$ cat config.mk
export PLATFORM = sky130hd
export DESIGN_NAME = writeback_cycle
export DESIGN_NICKNAME = d
export VERILOG_FILES = /design/src/rtl/writeback_cycle.sv
export SDC_FILE = /design/constraint.sdc
export NUM_CORES = 1
export LEC_CHECK = 0
export ABC_AREA = 1
export BUFFER_PORTS_ARGS = -buffer_cell sky130_fd_sc_hd__buf_2
export CAP_MARGIN = 20
export CORE_AREA = 10 10 177 179
export DETAILED_ROUTE_END_ITERATION = 10
export DIE_AREA = 0 0 187 189
export PLACE_DENSITY = 0.71
export SETUP_SLACK_MARGIN = 0.15
export SLEW_MARGIN = 20
export SYNTH_ARGS = -nofsm -noshare
export SYNTH_HDL_FRONTEND = slang
export SYNTH_SLANG_ARGS = --single-unit
$ cat constraint.sdc
create_clock -name i_clk -period 3.5 [get_ports i_clk]
set_clock_uncertainty 0.05 [all_clocks]
set_input_delay 0.35 -clock i_clk [delete_from_list [all_inputs] [get_ports i_clk]]
set_output_delay 0.35 -clock i_clk [all_outputs]
set_load 0.01 [all_outputs]
$ cat src/rtl/writeback_cycle.sv
// rtl/writeback_cycle.sv - RV32I writeback stage with commit registers, perf counters and optional trace queue
//
// Final pipeline stage. Selects the register-file writeback value from the
// MEM->WB register outputs, drives the regfile write port (also used as the
// WB->EX forward path), registers commit info and keeps performance counters.
//
// Optional feature macro: WB_TRACE_EN
//   defined   : commit trace FIFO of TRACE_DEPTH entries {pc, rd, data},
//               first-word-fall-through, sticky overflow flag.
//   undefined : no trace storage; trace outputs tied to zero.
//
// Parameters
//   CNT_W        width of o_cycle_cnt / o_instret_cnt (32..64)
//   TRACE_DEPTH  trace FIFO entries, power of 2, >= 2
//
// Ports
//   i_clk, i_reset_n   clock, synchronous active-low reset
//   i_wb_*             MEM->WB register outputs (pc+4, alu, load, inst, pc, sel, wren, vld, ctrl)
//   i_cnt_clr          synchronous clear of all counters and trace overflow
//   i_trace_ready      trace consumer ready
//   o_rd_addr/data/wren  regfile write port, combinational
//   o_pc_commit, o_insn_vld  registered commit info
//   o_cycle_cnt, o_instret_cnt, o_ctrl_cnt  performance counters
//   o_trace_valid, o_trace_data, o_trace_ovf  trace FIFO head and overflow

`ifdef WB_TRACE_EN
// Commit trace queue: FWFT FIFO, drops pushes when full unless a pop frees
// a slot in the same cycle.
module writeback_trace_fifo #(
  parameter int DEPTH = 8,
  parameter int W     = 69
) (
  input  logic         i_clk,
  input  logic         i_reset_n,
  input  logic         i_clr,
  input  logic         i_push,
  input  logic [W-1:0] i_data,
  input  logic         i_ready,
  output logic         o_valid,
  output logic [W-1:0] o_data,
  output logic         o_ovf
);
  localparam int PTR_W = $clog2(DEPTH);
  localparam logic [PTR_W:0] FULL_CNT = DEPTH[PTR_W:0];

  logic [W-1:0]     mem_q [DEPTH];
  logic [W-1:0]     mem_d [DEPTH];
  logic [PTR_W-1:0] wr_ptr_q, wr_ptr_d;
  logic [PTR_W-1:0] rd_ptr_q, rd_ptr_d;
  logic [PTR_W:0]   count_q, count_d;
  logic             ovf_q, ovf_d;
  logic             full, do_push, do_pop;

  always_comb begin
    full     = (count_q == FULL_CNT);
    do_pop   = (count_q != '0) & i_ready;
    // A pop in the same cycle frees a slot, so a full FIFO still accepts.
    do_push  = i_push & (~full | do_pop);
    mem_d    = mem_q;
    wr_ptr_d = wr_ptr_q;
    rd_ptr_d = rd_ptr_q;
    count_d  = count_q;
    if (do_push) begin
      mem_d[wr_ptr_q] = i_data;
      wr_ptr_d        = wr_ptr_q + PTR_W'(1);
    end
    if (do_pop) begin
      rd_ptr_d = rd_ptr_q + PTR_W'(1);
    end
    case ({do_push, do_pop})
      2'b10:   count_d = count_q + (PTR_W+1)'(1);
      2'b01:   count_d = count_q - (PTR_W+1)'(1);
      default: count_d = count_q;
    endcase
    ovf_d = i_clr ? 1'b0 : (ovf_q | (i_push & ~do_push));
  end

  always_ff @(posedge i_clk) begin
    if (!i_reset_n) begin
      wr_ptr_q <= '0;
      rd_ptr_q <= '0;
      count_q  <= '0;
      ovf_q    <= 1'b0;
    end else begin
      wr_ptr_q <= wr_ptr_d;
      rd_ptr_q <= rd_ptr_d;
      count_q  <= count_d;
      ovf_q    <= ovf_d;
    end
  end

  // Storage is not reset; count/pointers define which entries are live.
  always_ff @(posedge i_clk) begin
    mem_q <= mem_d;
  end

  assign o_valid = (count_q != '0);
  assign o_data  = mem_q[rd_ptr_q];
  assign o_ovf   = ovf_q;
endmodule
`endif

module writeback_cycle #(
  parameter int CNT_W       = 64,
  parameter int TRACE_DEPTH = 8
) (
  input  logic             i_clk,
  input  logic             i_reset_n,
  input  logic [31:0]      i_wb_pc_add4,
  input  logic [31:0]      i_wb_alu_data,
  input  logic [31:0]      i_wb_ld_data,
  input  logic [31:0]      i_wb_inst,
  input  logic [31:0]      i_wb_pc,
  input  logic [1:0]       i_wb_sel,
  input  logic             i_wb_rd_wren,
  input  logic             i_wb_insn_vld,
  input  logic             i_wb_ctrl,
  input  logic             i_cnt_clr,
  input  logic             i_trace_ready,
  output logic [4:0]       o_rd_addr,
  output logic [31:0]      o_rd_data,
  output logic             o_rd_wren,
  output logic [31:0]      o_pc_commit,
  output logic             o_insn_vld,
  output logic [CNT_W-1:0] o_cycle_cnt,
  output logic [CNT_W-1:0] o_instret_cnt,
  output logic [31:0]      o_ctrl_cnt,
  output logic             o_trace_valid,
  output logic [68:0]      o_trace_data,
  output logic             o_trace_ovf
);
  logic [4:0]       rd_addr;
  logic [31:0]      rd_data;
  logic             rd_wren;
  logic             commit;

  logic             insn_vld_q, insn_vld_d;
  logic [31:0]      pc_commit_q, pc_commit_d;
  logic [CNT_W-1:0] cycle_cnt_q, cycle_cnt_d;
  logic [CNT_W-1:0] instret_cnt_q, instret_cnt_d;
  logic [31:0]      ctrl_cnt_q, ctrl_cnt_d;

  // Only the rd field of the instruction word is needed here.
  logic unused_inst_bits;
  assign unused_inst_bits = ^{i_wb_inst[31:12], i_wb_inst[6:0]};

  always_comb begin
    case (i_wb_sel)
      2'b00:   rd_data = i_wb_alu_data;
      2'b01:   rd_data = i_wb_ld_data;
      2'b10:   rd_data = i_wb_pc_add4;
      default: rd_data = 32'h0;
    endcase
    rd_addr = i_wb_inst[11:7];
    // x0 is hardwired zero: never write it, and never write for bubbles.
    rd_wren = i_wb_rd_wren & i_wb_insn_vld & (rd_addr != 5'd0);
    commit  = i_wb_insn_vld;
  end

  always_comb begin
    insn_vld_d    = commit;
    pc_commit_d   = commit ? i_wb_pc : pc_commit_q;
    // Clear wins over increment; counters wrap silently.
    cycle_cnt_d   = i_cnt_clr ? '0 : cycle_cnt_q + CNT_W'(1);
    instret_cnt_d = i_cnt_clr ? '0 : instret_cnt_q + (commit ? CNT_W'(1) : '0);
    ctrl_cnt_d    = i_cnt_clr ? '0 : ctrl_cnt_q + ((commit & i_wb_ctrl) ? 32'd1 : 32'd0);
  end

  always_ff @(posedge i_clk) begin
    if (!i_reset_n) begin
      insn_vld_q    <= 1'b0;
      pc_commit_q   <= '0;
      cycle_cnt_q   <= '0;
      instret_cnt_q <= '0;
      ctrl_cnt_q    <= '0;
    end else begin
      insn_vld_q    <= insn_vld_d;
      pc_commit_q   <= pc_commit_d;
      cycle_cnt_q   <= cycle_cnt_d;
      instret_cnt_q <= instret_cnt_d;
      ctrl_cnt_q    <= ctrl_cnt_d;
    end
  end

  assign o_rd_addr     = rd_addr;
  assign o_rd_data     = rd_data;
  assign o_rd_wren     = rd_wren;
  assign o_pc_commit   = pc_commit_q;
  assign o_insn_vld    = insn_vld_q;
  assign o_cycle_cnt   = cycle_cnt_q;
  assign o_instret_cnt = instret_cnt_q;
  assign o_ctrl_cnt    = ctrl_cnt_q;

`ifdef WB_TRACE_EN
  writeback_trace_fifo #(
    .DEPTH (TRACE_DEPTH),
    .W     (69)
  ) u_trace_fifo (
    .i_clk     (i_clk),
    .i_reset_n (i_reset_n),
    .i_clr     (i_cnt_clr),
    .i_push    (commit & rd_wren),
    .i_data    ({i_wb_pc, rd_addr, rd_data}),
    .i_ready   (i_trace_ready),
    .o_valid   (o_trace_valid),
    .o_data    (o_trace_data),
    .o_ovf     (o_trace_ovf)
  );
`else
  logic unused_trace;
  assign unused_trace  = i_trace_ready ^ TRACE_DEPTH[0];
  assign o_trace_valid = 1'b0;
  assign o_trace_data  = '0;
  assign o_trace_ovf   = 1'b0;
`endif
endmodule

* After elaboration in Yosys (flattened, before gate mapping)
Cells that the tools add are included.
** Word-level totals
- Output and inout port bits :: 302
- Logic and storage cells :: 20
- Bits of input ports :: 169
- Register bits after elaboration :: 193
** Cells by class
- Equality and inequality tests :: 2
- Bitwise gates (word level) :: 4
- Muxes and demuxes :: 3
- Reduce and logical (&&, ||, !) cells :: 3
- Add/subtract/negate cells :: 3
** Operators with widths (count)
- $pmux 32 s3 :: 1
- $add 64x1->64 :: 1
- $add 64x1->64 const B :: 1
- $add 32x1->32 :: 1
- $reduce_bool 5->1 :: 1
- $and 1x1->1 :: 3
- $eq 2x1->1 const B :: 1
- $eq 2x2->1 const B :: 1
- $logic_not 2->1 :: 1
- $mux 1 :: 2
- $reduce_or 2->1 :: 1
- $not 1->1 :: 1

* Depth between registers and ports, before layout
- Word-level depth :: 3
- Depth in mapped cells :: 16
- Depth with buffers taken out :: 14

* Worst setup path after synthesis
Ideal clock, no wire load.
- Kind :: in2reg
- From :: input port i_wb_insn_vld
- To :: register ctrl_cnt_q[22] (netlist: o_ctrl_cnt[22])
- Setup slack :: 1.266 ns
- Path buffers :: 2
- Data arrival time :: 2.057 ns
- Stages :: 13
- Cells stage by stage :: clkbuf_1 -> clkbuf_1 -> nand2_1 -> inv_1 -> ha_1 -> ha_1 -> nand2_1 -> nor2_1 -> nand2_1 -> nor2_1 -> nand2_1 -> xor2_1 -> nor2_1
** On the way
- Word-level cells in the longest chain between the ends :: 3
** Ends and longest elaborated chain
- from (decl) :: line 116 : input logic i_wb_insn_vld,
- $and 1x1->1 :: line 166 : ctrl_cnt_d = i_cnt_clr ? '0 : ctrl_cnt_q + ((commit & i_wb_ctrl) ? 32'd1 : 32'd0);
- $mux 1 :: line 166
- $add 32x1->32 :: line 166
- to (signal assigned) :: line 181 : ctrl_cnt_q <= ctrl_cnt_d;
- to (decl) :: line 141 : logic [31:0] ctrl_cnt_q, ctrl_cnt_d;
No other way between the ends.
A chain may end at the register's enable or synchronous reset.

* Final worst setup path
- From :: input port i_wb_sel[0]
- To :: output port o_rd_data[31]
** On the way
- Word-level cells in the longest chain between the ends :: 2
- Elaborated cells between the ends (all ways) :: 4
- Those cells by class :: eq/ne (2); mux (1); reduce/logical (1)
** Ends and longest elaborated chain
- from (decl) :: line 114 : input logic [1:0] i_wb_sel,
- $eq 2x2->1 (tied with other cells) :: line 148 : case (i_wb_sel)
- $pmux 32 s3 (*) :: line 148
- to (decl) :: line 121 : output logic [31:0] o_rd_data,
Mark *: on every way between the ends. The rest lies on a longest branch, timed or not.

==> flow_summary.html <==
<table>
<tr><th>Metric</th><th>Value</th></tr>
<tr><th colspan="2">Critical path</th></tr>
<tr><td>Critical path fanouts, max</td><td>34</td></tr>
<tr><td>Cell seen most often among critical-path stages</td><td>sky130_fd_sc_hd__buf_2</td></tr>
<tr><td>Family of cells with the greatest summed delay on the critical path</td><td>simple AND/OR/NAND/NOR gates</td></tr>
<tr><td>Cell-by-cell trace of the critical path</td><td>buf_2, or2_2, o211ai_1, buf_2</td></tr>
<tr><td>Biggest cell delay along the critical path</td><td>630 ps</td></tr>
<tr><td>Required time of the critical path</td><td>3100 ps</td></tr>
<tr><td>CP Capture Type</td><td>output pin</td></tr>
<tr><td>Total buffers and inverters traversed by the critical path</td><td>2</td></tr>
<tr><td>CP startpoint kind</td><td>input pin</td></tr>
<tr><td>Category of the critical setup timing path</td><td>in2out</td></tr>
<tr><td>Critical-path cell with the highest stage delay</td><td>sky130_fd_sc_hd__or2_2</td></tr>
<tr><td>Arrival time worst endpoint</td><td>2060 ps</td></tr>
<tr><th colspan="2">Timing</th></tr>
<tr><td>Relative slew margins</td><td>0.382</td></tr>
<tr><td>Worst hold margin</td><td>89.3 ps</td></tr>
<tr><td>Shortest clock period the worst path allows after layout</td><td>2460 ps</td></tr>
<tr><td>Final period util</td><td>0.703</td></tr>
<tr><td>Number of endpoints with negative hold slack in the final report</td><td>0</td></tr>
<tr><td>Setup repair after global routing missed its margin</td><td>false</td></tr>
<tr><td>Final setup violating endpoints</td><td>0</td></tr>
<tr><td>Final Worst Setup Slack</td><td>1040 ps</td></tr>
<tr><td>Final Max Slew Viols</td><td>0</td></tr>
<tr><td>Setup TNS after final layout</td><td>0 ps</td></tr>
<tr><td>Maximum clock frequency</td><td>407 MHz</td></tr>
<tr><td>Actual transition at the worst max-transition pin</td><td>926 ps</td></tr>
<tr><th colspan="2">CTS</th></tr>
<tr><td>Post-CTS sizing</td><td>0</td></tr>
<tr><td>CTS sink cnt</td><td>193</td></tr>
<tr><td>Level count of the clock H-tree</td><td>4</td></tr>
<tr><td>Hold-fix buffers at CTS</td><td>0</td></tr>
<tr><td>Post-CTS Setup Repair Bufs</td><td>0</td></tr>
<tr><td>TritonCTS clock tree</td><td>done</td></tr>
<tr><td>Total CTS buffers</td><td>17</td></tr>
<tr><td>CTS clock-pin slew for the worst setup and hold paths</td><td>80 ps</td></tr>
<tr><td>Clock Tree Buf Depth</td><td>2</td></tr>
<tr><td>Clock Latency Late Sink</td><td>430 ps</td></tr>
<tr><td>Root buffer selected by CTS</td><td>sky130_fd_sc_hd__clkbuf_16</td></tr>
<tr><th colspan="2">Route</th></tr>
<tr><td>Via count</td><td>12.8k</td></tr>
<tr><td>Top Metal Used</td><td>met4</td></tr>
<tr><td>Total met3 wirelength after detailed routing</td><td>3330 µm</td></tr>
<tr><td>Number of routed nets with antenna violations</td><td>0</td></tr>
<tr><td>Iteration count of the initial detailed-routing pass</td><td>7</td></tr>
<tr><td>Via-per-instance ratio</td><td>4.83</td></tr>
<tr><td>Total Routed Length</td><td>40700 µm</td></tr>
<tr><td>Met2 WL post-DR</td><td>19700 µm</td></tr>
<tr><td>Count of routing violations after the opening detailed-route iteration</td><td>826</td></tr>
<tr><td>Detailed-routing wirelength on met1</td><td>16500 µm</td></tr>
<tr><td>Remaining routing DRC violations</td><td>0</td></tr>
<tr><td>Wire length per cell</td><td>15.3 µm</td></tr>
<tr><th colspan="2">Pwr</th></tr>
<tr><td>Pwr/cell area</td><td>328 nW/µm²</td></tr>
<tr><td>Leakage power total</td><td>6.45 nW</td></tr>
<tr><td>Peak supply drop</td><td>310 µV</td></tr>
<tr><td>Pwr Total</td><td>4.62 mW</td></tr>
<tr><th colspan="2">Die</th></tr>
<tr><td>Initial core utilization</td><td>0.419</td></tr>
<tr><td>Row Count</td><td>61</td></tr>
<tr><td>Number of primary I/O pins</td><td>471</td></tr>
<tr><td>Die height</td><td>189 µm</td></tr>
<tr><td>Die X-Extent</td><td>187 µm</td></tr>
<tr><td>Core footprint</td><td>27600 µm²</td></tr>
<tr><td>Area of the die</td><td>35300 µm²</td></tr>
<tr><th colspan="2">Synthesis</th></tr>
<tr><td>Register bit count reported by yosys</td><td>193</td></tr>
<tr><td>Share of synthesized area occupied by flip-flops and latches</td><td>0.333</td></tr>
<tr><td>Gate Count Post-Synth</td><td>1921</td></tr>
<tr><td>Synth async-reset ratio</td><td>0</td></tr>
<tr><td>Count of flip-flops with a built-in enable after synthesis</td><td>0</td></tr>
<tr><td>Synth Cell Area</td><td>11600 µm²</td></tr>
<tr><td>Synthesized area per cell</td><td>6.03 µm²</td></tr>
<tr><td>Synth warnings</td><td>0</td></tr>
<tr><td>Post-synth cell types</td><td>37</td></tr>
<tr><td>Most instantiated flip-flop cell in the synthesis netlist</td><td>sky130_fd_sc_hd__dfxtp_1</td></tr>
<tr><th colspan="2">Final layout</th></tr>
<tr><td>Fillers</td><td>2909</td></tr>
<tr><td>Final Net Count</td><td>2442</td></tr>
<tr><td>Most frequent cells in the layout</td><td>sky130_fd_sc_hd__nand2_1 (521), sky130_fd_sc_hd__nor2_1 (434), sky130_fd_sc_hd__buf_2 (371)</td></tr>
<tr><td>Most common library cell in the layout ignoring fill and taps</td><td>sky130_fd_sc_hd__nand2_1</td></tr>
<tr><td>Layout cells sized above 1</td><td>0.202</td></tr>
<tr><td>Layout Utilization</td><td>0.510</td></tr>
<tr><td>Signed area change from the synthesized netlist to the final layout</td><td>21.5%</td></tr>
<tr><td>Count of inserted antenna diode cells</td><td>0</td></tr>
<tr><th colspan="2">Global routing</th></tr>
<tr><td>Antenna violations before repair</td><td>0</td></tr>
<tr><td>Via count of the first global-routing pass</td><td>12.3k</td></tr>
<tr><td>Largest net degree at the start of global routing</td><td>110</td></tr>
<tr><td>Overflow left after global routing</td><td>0</td></tr>
<tr><td>All-layer global routing usage</td><td>0.222</td></tr>
<tr><td>Global-route wire length before repair</td><td>64600 µm</td></tr>
<tr><th colspan="2">Outcome</th></tr>
<tr><td>Result of the run</td><td>complete, no violations</td></tr>
<tr><th colspan="2">Hold path</th></tr>
<tr><td>Type of the most critical hold path</td><td>in2reg</td></tr>
<tr><th colspan="2">Placement</th></tr>
<tr><td>Total of buffers placed on input and output ports</td><td>371</td></tr>
<tr><td>Final RePlAce weighted congestion</td><td>0.921</td></tr>
<tr><td>Worst setup slack before clock tree synthesis</td><td>1090 ps</td></tr>
<tr><td>HPWL after detailed placement</td><td>32800 µm</td></tr>
<tr><th colspan="2">Run</th></tr>
<tr><td>Number of max-cap violations</td><td>0</td></tr>
</table>
## sequential cells by signal, indices dropped and copies added (netlist names)
| register | cells |
|---|---|
| o_instret_cnt | 64 |
| o_pc_commit | 32 |
| o_cycle_cnt | 64 |
| o_insn_vld | 1 |
| o_ctrl_cnt | 32 |
## path summary, 6_finish.rpt
kind | slack [ps] | to | cells after the start | start
worst max-delay path | 1040 | o_rd_data[31] | 4 | i_wb_sel[0]
worst min-delay path | 90 | o_pc_commit[13]$_SDFFE_PN0P_ | 3 | i_wb_pc[13]
worst max register to register | 1440 | o_ctrl_cnt[24]$_SDFF_PP0_ | 11 | o_ctrl_cnt[0]$_SDFF_PP0_
worst min register to register | 430 | o_pc_commit[24]$_SDFFE_PN0P_ | 2 | o_pc_commit[24]$_SDFFE_PN0P_
## power breakdown
part | internal [mW] | switching [mW] | total [mW]
clock | 1.00 | 0.965 | 1.97
sequential | 2.22 | 0.0132 | 2.24
combinational | 0.157 | 0.259 | 0.416
## worst register-to-register path: stages (launching register included)
cell                      delay (ps)
sky130_fd_sc_hd__dfxtp_1         340
sky130_fd_sc_hd__ha_1            200
sky130_fd_sc_hd__ha_1            190
sky130_fd_sc_hd__nand2_1          70
sky130_fd_sc_hd__nor2_1          250
sky130_fd_sc_hd__nand2_1         150
sky130_fd_sc_hd__nor2_2          230
sky130_fd_sc_hd__nand2_1         150
sky130_fd_sc_hd__inv_1           110
sky130_fd_sc_hd__nand3_1          70
sky130_fd_sc_hd__nand2_1          80
sky130_fd_sc_hd__nor2_1           30
## cell families (layout without fill, tap and decap cells)
group,Yosys count,after routing,synth area share
and+or+nand+nor,1156,1156,0.413
adders and majority gates,5,5,0.00540
buffers and inverters,361,651,0.143
xor gates and xnor gates,21,21,0.0159
other,1,71,0.000324
DFF,193,193,0.333
AOI/OAI and AO/OA,184,184,0.0890
## synthesized netlist by cell type, types with 2 or more instances
cell type / n / area (µm²)
sky130_fd_sc_hd__a21oi_1: 68 / 340
sky130_fd_sc_hd__a31oi_1: 2 / 12.5
sky130_fd_sc_hd__and3_1: 2 / 12.5
sky130_fd_sc_hd__buf_1: 3 / 11.3
sky130_fd_sc_hd__buf_2: 5 / 25.0
sky130_fd_sc_hd__buf_4: 76 / 571
sky130_fd_sc_hd__clkbuf_1: 32 / 120
sky130_fd_sc_hd__dfxtp_1: 193 / 3860
sky130_fd_sc_hd__ha_1: 5 / 62.6
sky130_fd_sc_hd__inv_1: 241 / 905
sky130_fd_sc_hd__inv_2: 2 / 7.51
sky130_fd_sc_hd__nand2_1: 521 / 1960
sky130_fd_sc_hd__nand2_2: 11 / 68.8
sky130_fd_sc_hd__nand3_1: 99 / 495
sky130_fd_sc_hd__nand3b_1: 2 / 15.0
sky130_fd_sc_hd__nand4_1: 34 / 213
sky130_fd_sc_hd__nor2_1: 436 / 1640
sky130_fd_sc_hd__nor2_2: 21 / 131
sky130_fd_sc_hd__nor2_4: 12 / 135
sky130_fd_sc_hd__nor2b_1: 2 / 12.5
sky130_fd_sc_hd__nor3_1: 8 / 40.0
sky130_fd_sc_hd__nor3b_1: 2 / 15.0
sky130_fd_sc_hd__o211ai_1: 32 / 240
sky130_fd_sc_hd__o21a_1: 5 / 37.5
sky130_fd_sc_hd__o21ai_0: 68 / 340
sky130_fd_sc_hd__o21ai_1: 3 / 15.0
sky130_fd_sc_hd__o21bai_1: 6 / 45.0
sky130_fd_sc_hd__or2_0: 2 / 12.5
sky130_fd_sc_hd__xnor2_1: 5 / 43.8
sky130_fd_sc_hd__xor2_1: 16 / 140
## metrics by stage
stage	cell area (µm²)	instances
6_report	14100	2659
5_1_grt	14100	2659
4_1_cts	14100	2659
3_5_place_dp	13500	2627
3_3_place_gp	13500	2627
2_1_floorplan	11900	1991
## metal layers
layer  global-route usage  up-vias
met5                    0        -
met4               0.0772        0
met3               0.0608       52
met2                0.393      515
met1                0.251     5767
li1                     -     6510
## layout make-up
| class | count | area [µm²] | share of cell area |
|---|---|---|---|
| clock buffers | 20 | 467 | 0.0331 |
| clock inverters | 12 | 115 | 0.00818 |
| inverters | 244 | 917 | 0.0651 |
| multi-input cells | 1437 | 6340 | 0.451 |
| flip-flops and latches | 193 | 3860 | 0.274 |
| well taps | 378 | 473 | 0.0336 |
| repair buffers | 375 | 1900 | 0.135 |
Power figures use the tool's default switching activity.
